<file path="src/rtl/hex_segment_reader.sv">
// Recovers hex nibbles from a bank of active-low 7-segment patterns once they hold stable; done follows start by 1+STABLE_CYCLES+NUM_DIGITS edges.
// No backpressure: start is taken only in IDLE, and results hold until the next completed readback.
module hex_segment_reader #(
  parameter int NUM_DIGITS     = 6,
  parameter int STABLE_CYCLES  = 4,
  parameter int TIMEOUT_CYCLES = 1023
) (
  input  logic                    i_clk,
  input  logic                    i_rst_n,
  input  logic                    i_start,
  input  logic [7*NUM_DIGITS-1:0] i_seg_in,
  output logic                    o_busy,
  output logic                    o_done,
  output logic [4*NUM_DIGITS-1:0] o_value,
  output logic [NUM_DIGITS-1:0]   o_valid_mask,
  output logic                    o_error,
  output logic                    o_timeout
);

  localparam int CW = $clog2(TIMEOUT_CYCLES + 1);
  localparam int IW = (NUM_DIGITS > 1) ? $clog2(NUM_DIGITS) : 1;
  localparam logic [CW-1:0] TO_LAST  = CW'(TIMEOUT_CYCLES - 1);
  localparam logic [CW-1:0] ST_LAST  = CW'(STABLE_CYCLES - 1);
  localparam logic [IW-1:0] IDX_LAST = IW'(NUM_DIGITS - 1);

  localparam logic [1:0] S_IDLE   = 2'd0;
  localparam logic [1:0] S_STABLE = 2'd1;
  localparam logic [1:0] S_SCAN   = 2'd2;
  localparam logic [1:0] S_DONE   = 2'd3;

  logic [1:0]              r_state;
  logic [7*NUM_DIGITS-1:0] r_snap;
  logic [CW-1:0]           r_stab_cnt;
  logic [CW-1:0]           r_to_cnt;
  logic [IW-1:0]           r_idx;
  logic [4*NUM_DIGITS-1:0] r_sh_value;
  logic [NUM_DIGITS-1:0]   r_sh_mask;
  logic                    r_sh_err;
  logic                    r_sh_to;
  logic                    r_busy;
  logic                    r_done;
  logic [4*NUM_DIGITS-1:0] r_value;
  logic [NUM_DIGITS-1:0]   r_valid_mask;
  logic                    r_error;
  logic                    r_timeout;

  logic [6:0] w_pat;
  logic [3:0] w_nib;
  logic       w_legal;
  logic       w_blank;

  // Decode from the snapshot so a late glitch on the live pins cannot tear the scan.
  always_comb begin
    w_pat   = r_snap[r_idx*7 +: 7];
    w_nib   = 4'h0;
    w_legal = 1'b1;
    w_blank = 1'b0;
    case (w_pat)
      7'h40: w_nib = 4'h0;
      7'h79: w_nib = 4'h1;
      7'h24: w_nib = 4'h2;
      7'h30: w_nib = 4'h3;
      7'h19: w_nib = 4'h4;
      7'h12: w_nib = 4'h5;
      7'h02: w_nib = 4'h6;
      7'h78: w_nib = 4'h7;
      7'h00: w_nib = 4'h8;
      7'h10: w_nib = 4'h9;
      7'h08: w_nib = 4'hA;
      7'h03: w_nib = 4'hB;
      7'h46: w_nib = 4'hC;
      7'h21: w_nib = 4'hD;
      7'h06: w_nib = 4'hE;
      7'h0E: w_nib = 4'hF;
      7'h7F: begin
        w_legal = 1'b0;
        w_blank = 1'b1;
      end
      default: w_legal = 1'b0;
    endcase
  end

  always_ff @(posedge i_clk or negedge i_rst_n) begin
    if (!i_rst_n) begin
      r_state      <= S_IDLE;
      r_snap       <= '0;
      r_stab_cnt   <= '0;
      r_to_cnt     <= '0;
      r_idx        <= '0;
      r_sh_value   <= '0;
      r_sh_mask    <= '0;
      r_sh_err     <= 1'b0;
      r_sh_to      <= 1'b0;
      r_busy       <= 1'b0;
      r_done       <= 1'b0;
      r_value      <= '0;
      r_valid_mask <= '0;
      r_error      <= 1'b0;
      r_timeout    <= 1'b0;
    end else begin
      r_done <= 1'b0;
      r_busy <= (r_state == S_STABLE) || (r_state == S_SCAN);
      case (r_state)
        S_IDLE: begin
          if (i_start) begin
            r_snap     <= i_seg_in;
            r_stab_cnt <= '0;
            r_to_cnt   <= '0;
            r_sh_value <= '0;
            r_sh_mask  <= '0;
            r_sh_err   <= 1'b0;
            r_sh_to    <= 1'b0;
            r_state    <= S_STABLE;
          end
        end
        S_STABLE: begin
          r_to_cnt <= r_to_cnt + 1'b1;
          if (r_to_cnt == TO_LAST) begin
            r_sh_to    <= 1'b1;
            r_sh_err   <= 1'b1;
            r_sh_value <= '0;
            r_sh_mask  <= '0;
            r_state    <= S_DONE;
          end else if (i_seg_in == r_snap) begin
            if (r_stab_cnt == ST_LAST) begin
              r_idx   <= '0;
              r_state <= S_SCAN;
            end else begin
              r_stab_cnt <= r_stab_cnt + 1'b1;
            end
          end else begin
            r_snap     <= i_seg_in;
            r_stab_cnt <= '0;
          end
        end
        S_SCAN: begin
          r_sh_value[r_idx*4 +: 4] <= w_nib;
          r_sh_mask[r_idx]         <= w_legal;
          if (!w_legal && !w_blank) r_sh_err <= 1'b1;
          if (r_idx == IDX_LAST) r_state <= S_DONE;
          else                   r_idx   <= r_idx + 1'b1;
        end
        S_DONE: begin
          r_done       <= 1'b1;
          r_value      <= r_sh_value;
          r_valid_mask <= r_sh_mask;
          r_error      <= r_sh_err;
          r_timeout    <= r_sh_to;
          r_state      <= S_IDLE;
        end
        default: r_state <= S_IDLE;
      endcase
    end
  end

  assign o_busy       = r_busy;
  assign o_done       = r_done;
  assign o_value      = r_value;
  assign o_valid_mask = r_valid_mask;
  assign o_error      = r_error;
  assign o_timeout    = r_timeout;

endmodule
</file>
<file path="config.mk">
export PLATFORM = sky130hd
export DESIGN_NAME = hex_segment_reader
export DESIGN_NICKNAME = d
export VERILOG_FILES = /design/src/rtl/hex_segment_reader.sv
export SDC_FILE = /design/constraint.sdc
export NUM_CORES = 1
export LEC_CHECK = 0
export CORE_MARGIN = 2
export CORE_UTILIZATION = 28
export CTS_CLUSTER_SIZE = 28
export DETAILED_ROUTE_END_ITERATION = 7
export HOLD_SLACK_MARGIN = 0.08
export SLEW_MARGIN = 40
export SYNTH_ARGS = -nofsm -noshare
export SYNTH_HDL_FRONTEND = slang
export SYNTH_SLANG_ARGS = --single-unit
export TNS_END_PERCENT = 5
</file>
<file path="constraint.sdc">
create_clock -name i_clk -period 3.5 [get_ports i_clk]
set_input_delay 0.35 -clock i_clk [delete_from_list [all_inputs] [get_ports i_clk]]
set_output_delay 0.35 -clock i_clk [all_outputs]
set_load 0.02 [all_outputs]
</file>
# ---- Word-level counts from Yosys, hierarchy flattened
# Index checks and enable logic that the tools add are counted.
# Widths: inputs -> output; s select.
dict set report op_classes {
  n_reduce_logical 19
  addsub 4
  shifts 3
  muxes 40
  n_mul 1
  n_lt_le_gt_ge 2
  n_eq_ne 35
}
# operator count
set ops {}
lappend ops {{$mux 42} 3}
lappend ops {{$pmux 42 s2} 1}
lappend ops {{$pmux 24 s3} 1}
lappend ops {{$pmux 4 s15} 1}
lappend ops {{$mux 24} 2}
lappend ops {{$eq 42x42->1} 1}
lappend ops {{$shiftx 42x7->7} 1}
lappend ops {{$mux 10} 4}
lappend ops {{$pmux 10 s2} 2}
lappend ops {{$eq 7x7->1 const B} 5}
lappend ops {{$neg 5->34} 1}
lappend ops {{$shift 4x34->24 const A} 1}
lappend ops {{$shiftx 4x34->24} 1}
lappend ops {{$bwmux 24} 1}
lappend ops {{$eq 7x5->1 const B} 3}
lappend ops {{$eq 7x6->1 const B} 3}
lappend ops {{$add 10x1->10 const B} 2}
lappend ops {{$pmux 6 s3} 1}
lappend ops {{$reduce_and 4->1} 4}
lappend ops {{$reduce_or 16->1} 1}
lappend ops {{$eq 7x2->1 const B} 2}
lappend ops {{$eq 7x4->1 const B} 2}
lappend ops {{$mux 3} 4}
lappend ops {{$mux 6} 2}
lappend ops {{32 further kinds} 55}
dict set report totals {
  inputBits 45
  word_cells 119
  output_inout_bits 34
  reg_bits 133
}

# ---- Logic depth before layout (Yosys ltp)
# Gate-level depths: netlist (run 1).
dict set report depth {
  ltp_word 9
  mapped_depth 12
  mapped_depth_nobuf 9
}

# ---- Least setup slack after synthesis (run 1)
# No wires, ideal clock.
dict set report synth_path {
  path_type {register to register}
  from {register r_idx[0]}
  to {register r_sh_value[19]}
  setup_ns 0.066
  arrival_ns 2.654
  period_less_slack_ns 2.720
  t_required_ns 3.434
  slack_ns 0.780
  stages_incl_launch_ff 12
  path_buffers 3
  cell_sequence {dfrtp_1 buf_6 buf_2 clkbuf_1 inv_1 ha_1 ha_1 nor2b_1 nand3_1 or2_2 o21ai_0 a22o_1}
}
dict set report synth_between {
  elab_chain_cells 7
  word_cells_on_any_way 23
  classes_between {1 x add/sub; 1 x mul; 14 x eq/ne; 3 x shift; 3 x mux; 1 x reduce/logical}
}
# item line_no
set synth_lines {}
lappend synth_lines {{start: declaration} 35} ;# logic [IW-1:0] r_idx;
lappend synth_lines {{start signal: assignment} 141} ;# else r_idx <= r_idx + 1'b1;
lappend synth_lines {{$mul 3x3->6} 54} ;# w_pat = r_snap[r_idx*7 +: 7];
lappend synth_lines {{$shiftx 42x7->7} 54}
lappend synth_lines {{$eq 7x4->1 (tied with other cells)} 58} ;# case (w_pat)
lappend synth_lines {{$pmux 4 s15} 58}
lappend synth_lines {{$shiftx 4x34->24} 137} ;# r_sh_value[r_idx*4 +: 4] <= w_nib;
lappend synth_lines {{$bwmux 24 (*)} 137}
lappend synth_lines {{$pmux 24 s3 (*)} 103} ;# case (r_state)
lappend synth_lines {{end signal: indexed assignment} 137}
lappend synth_lines {{end: declaration} 36} ;# logic [4*NUM_DIGITS-1:0] r_sh_value;
# Mark *: on every way between the ends. The rest lies on a longest branch, timed or not.
# A chain may end at the register's enable or synchronous reset.

# ---- Worst setup path after layout (run 1)
dict set report layout_path {
  from {register r_idx[1]}
  to {register r_sh_mask[2]}
}
dict set report layout_between {
  elab_chain_cells 7
  word_cells_on_any_way 27
  classes_between {1 x mul; 2 x order compare; 15 x eq/ne; 1 x shift; 5 x mux; 3 x reduce/logical}
}
# item line_no
set layout_lines {}
lappend layout_lines {{$mul 3x3->6} 54}
lappend layout_lines {{$shiftx 42x7->7} 54}
lappend layout_lines {{$eq 7x4->1 (tied with other cells)} 58}
lappend layout_lines {{$reduce_or 16->1 (no source line)} --}
lappend layout_lines {{$mux 1} 58}
lappend layout_lines {{$bwmux 6 (*)} 138} ;# r_sh_mask[r_idx] <= w_legal;
lappend layout_lines {{$pmux 6 s3 (*)} 103}
lappend layout_lines {{end signal: indexed assignment} 138}
lappend layout_lines {{end: declaration} 37} ;# logic [NUM_DIGITS-1:0] r_sh_mask;
# Marked as above.

==> results of run 1 <==
-- layout make-up --
cell class                      count  share of cell area, %
Multi-Input combinational cell    468                   39.4
Sequential cell                   133                   38.4
Timing Repair Buffer               90                   10.6
Clock buffer                       23                   5.40
Tap cell                          324                   4.68
Clock inverter                      9                   1.18
Inverter                            9                  0.390
-- Yosys cell counts, drive strengths merged, types with 13 or more instances --
library cell | instances | area [um2]
dfrtp | 133 | 3330
mux2 | 80 | 901
nand2 | 62 | 233
xnor2 | 45 | 394
o21ai | 43 | 215
nor2 | 34 | 130
nand3 | 22 | 110
a21oi | 20 | 100
nand4 | 17 | 106
mux2i | 16 | 160
buf | 15 | 105
ha | 13 | 163
-- cells in the final DEF (no fill, tap or decap), types with 3 or more instances in the layout --
master,instances
nor4_1,6
mux2_1,5
nor3_1,6
clkinvlp_4,3
a21oi_1,20
xor2_1,5
mux2i_1,16
nand2_1,61
a22o_1,9
and3_1,7
clkbuf_1,4
clkinv_2,4
nor2b_1,7
ha_1,13
buf_12,3
clkdlybuf4s50_1,77
o21ai_1,4
clkbuf_16,17
or4_1,4
o22ai_1,5
xnor2_1,45
o22a_1,3
inv_1,9
nand3_1,22
nor2_1,32
buf_4,8
dfrtp_1,133
or3_1,4
a211oi_1,7
or2_2,3
mux2_2,75
o221ai_1,3
o21ai_0,39
a311oi_1,5
nand2b_1,9
nand4_1,17
a21o_1,5
-- stage by stage --
stage	hold slack (ns)	worst slack [ns]	area (um2)	util (%)
2_1_floorplan	0.0544	0.780	6900	-
3_3_place_gp	0.464	0.348	8070	33.3
3_5_place_dp	0.415	0.205	8080	33.3
4_1_cts	0.481	0.112	8660	35.7
5_1_grt	0.519	0.00512	8660	35.7
6_report	0.482	0.234	8660	35.7
-- kinds of logic after synthesis --
family	synth area share [%]
AO/OA/AOI/OAI	11.1
buffers and inverters	2.61
adder cells (fa/ha/maj)	2.36
flip-flops	48.2
AND/OR/NAND/NOR	14.0
multiplexers	15.4
XOR/XNOR	6.34
-- final timing paths --
| check | from | to | slack (ns) | cells past startpoint |
|---|---|---|---|---|
| max | r_idx[1] | r_sh_mask[2] | 0.23 | 9 |
| min | r_sh_value[15] | r_sh_value[15] | 0.48 | 2 |
| max reg2reg | r_idx[1] | r_sh_mask[2] | 0.23 | 9 |
| min reg2reg | r_sh_value[15] | r_sh_value[15] | 0.48 | 2 |
| max in group asynchronous | i_rst_n | r_snap[31] | 2.29 | 3 |
| min in group asynchronous | i_rst_n | o_value[19] | 0.53 | 2 |
-- flip-flops by register name, summed over array words and instances (netlist names) --
register	count
r_to_cnt	10
r_idx	3
o_busy	1
r_sh_mask	6
r_sh_to	1
r_sh_err	1
o_done	1
o_timeout	1
r_sh_value	24
o_value	24
r_stab_cnt	10
r_state	2
o_valid_mask	6
o_error	1
r_snap	42
-- layer usage --
metal	vias up	wire length, um
li1	2480	-
met1	2470	8170
met2	127	7200
met3	18	746
met4	0	214
met5	-	0
-- tightest hold or removal path: stages (launching register included) --
cell and delay, ns:
dfrtp_1 0.34, nand2_1 0.05, o21ai_0 0.06
-- power by group through the flow --
stage          Clock, mW  Combinational, mW  Sequential, mW
2_1_floorplan          0              0.108            1.61
3_3_place_gp           0              0.226            1.62
3_5_place_dp           0              0.228            1.62
4_1_cts             1.78              0.231            1.59
5_1_grt             1.86              0.249            1.59
6_report            1.73              0.226            1.59
-- repair_timing --
item / 4_1_cts / 5_1_grt
gates resized for setup: 0 / 1
hold endpoints to repair: 90 / 0
hold buffers: 1 / 0
setup endpoints to repair: 0 / 1
==> flow_metrics.py, run 1 <==
metrics = {
    "global_route": {
        "grt_remaining_overflow": 0,
        "global_route_wire_length_before_repair_um": 27000,
        "antenna_found_initial": 0,
        "first_global_vias": 5083,
        "grt-busiest-layer": "met2",
        "grt_start_max_net_pins": 92,
        "grt_util_met2_pct": 19.6,
        "grt_use_met1_pct": 18.4,
        "gr-usage-met3_pct": 3.49,
        "grt_use_total_pct": 13.1,
    },
    "sta": {
        "maxSlewViolCount": 0,
        "post_route_clock_period_utilization_pct": 93.3,
        "clock_skew_ns": 0.00867,
        "worst_slew_margin_rel_pct": 50.0,
        "finalSetupTns_ns": 0,
        "timing.final.hold_violations": 0,
        "setup-violations-final": 0,
        "period_needed_ns": 3.27,
        "timing.fmax_mhz": 306,
        "timing_worst_slew_pin_value_ns": 0.751,
        "grt_setup_unrepaired": "no",
    },
    "setup_path": {
        "critical-path-top-delay-family": "simple AND/OR/NAND/NOR gates",
        "required_ns": 3.81,
        "cp_max_fo": 15,
        "crit_type": "flop to flop",
        "endpoint_kind": "flop",
        "timing.critical_path.slowest_stage_cell": "dfrtp_1",
        "critical_path_at_ns": 3.57,
        "max_stage_delay_ns": 0.56,
        "crit_path_cell_trace": "or2_1 > o22ai_1 > nor2_2 > or4_1 > o22ai_1 > nor4_2 > buf_4 > and3_1 > a311oi_1",
        "cp_common_cell": "o22ai_1",
        "crit_buf_inv": 1,
        "cp-start-kind": "flop",
    },
    "clocking": {
        "clock_insertion_delay_worst_skew_ns": 0.42,
        "post_cts.repair.setup_buffers": 0,
        "htree_num_levels": 4,
        "clock_sinks": 133,
        "cts_made_buffers": 17,
        "cts_root_buffer": "clkbuf_16",
        "clk_path_buf_depth": 2,
        "clk_pin_slew_ns": 0.06,
        "tritoncts": "yes",
    },
    "synth": {
        "synth.net_count": 694,
        "synthDistinctLibCells": 61,
        "syn_avg_cell_area_um2": 10.9,
        "yosysWarningCount": 0,
        "post_synthesis_instance_area_um2": 6900,
        "sequential_area_share_after_synthesis_pct": 48.2,
        "synth_seq_cells": 133,
        "ys_async_sr_fraction_pct": 100,
        "ys_dominant_reg_cell": "dfrtp_1",
        "number_of_standard_cells_after_synthesis": 636,
        "synth_edf_count": 0,
    },
    "power": {
        "pwr-share-clk_pct": 48.7,
        "switching_share_pct": 22.1,
        "power.combinational.fraction_pct": 6.4,
        "pwr_density_cell_nw_per_um2": 409,
        "power.share.sequential_pct": 44.9,
        "vdd_ir_drop_max_mv": 0.217,
        "net-switching-power_uw": 784,
        "total_leakage_power_nw": 3.62,
        "power_report.internal_total_mw": 2.76,
        "power_total_mw": 3.55,
    },
    "drt": {
        "count_of_antenna_violating_nets_left_after_detailed_routing": 0,
        "vias": 5095,
        "routed_via_density": 4.82,
        "drt-initial-drc-count": 301,
        "route.detailed.wl_per_inst_um": 15.5,
        "finalWirelength_um": 16300,
        "drc": 0,
        "detailedRoute.firstPassIterationCount": 4,
    },
    "place": {
        "dp.final_hpwl_um": 12100,
        "globalplace.congestion": 0.867,
        "port-buffer-count": 78,
        "post-place-cells": 1023,
    },
    "die": {
        "die_area_um2": 25900,
        "die_y_um": 161,
        "floorplan.io_pins": 79,
        "die_w_um": 161,
        "fp.coreArea_um2": 24200,
        "initial_utilization_pct": 28.5,
        "rows": 57,
    },
    "final_layout": {
        "area.sequential_um2": 3330,
        "area_of_combinational_cells_with_multiple_inputs_um2": 3410,
        "antenna_diode_instance_count": 0,
        "number_of_non_filler_instances_in_the_completed_layout": 1056,
        "fin_nets": 777,
        "area_growth_pct": 25.5,
        "total_of_fill_cells_in_the_finished_design": 2452,
        "layout_cells_sized_above_1_pct": 17.9,
    },
    "run": {
        "max-cap-violations": 0,
    },
    "outcome": {
        "run_status": "completed",
    },
    "worst_hold_path": {
        "hp-class": "flop to flop",
    },
}
Power figures use the tool's default switching activity.
==> run 2: changes to the inputs <==
==> constraint.sdc (replaced) <==
create_clock -name i_clk -period 3.5 [get_ports i_clk]
set_input_delay 0.35 -clock i_clk [delete_from_list [all_inputs] [get_ports i_clk]]
set_output_delay 0.35 -clock i_clk [all_outputs]
set_load 0.005 [all_outputs]
==> results of run 2 <==
No change in the layout: final DEF, timing and power equal those of run 1.
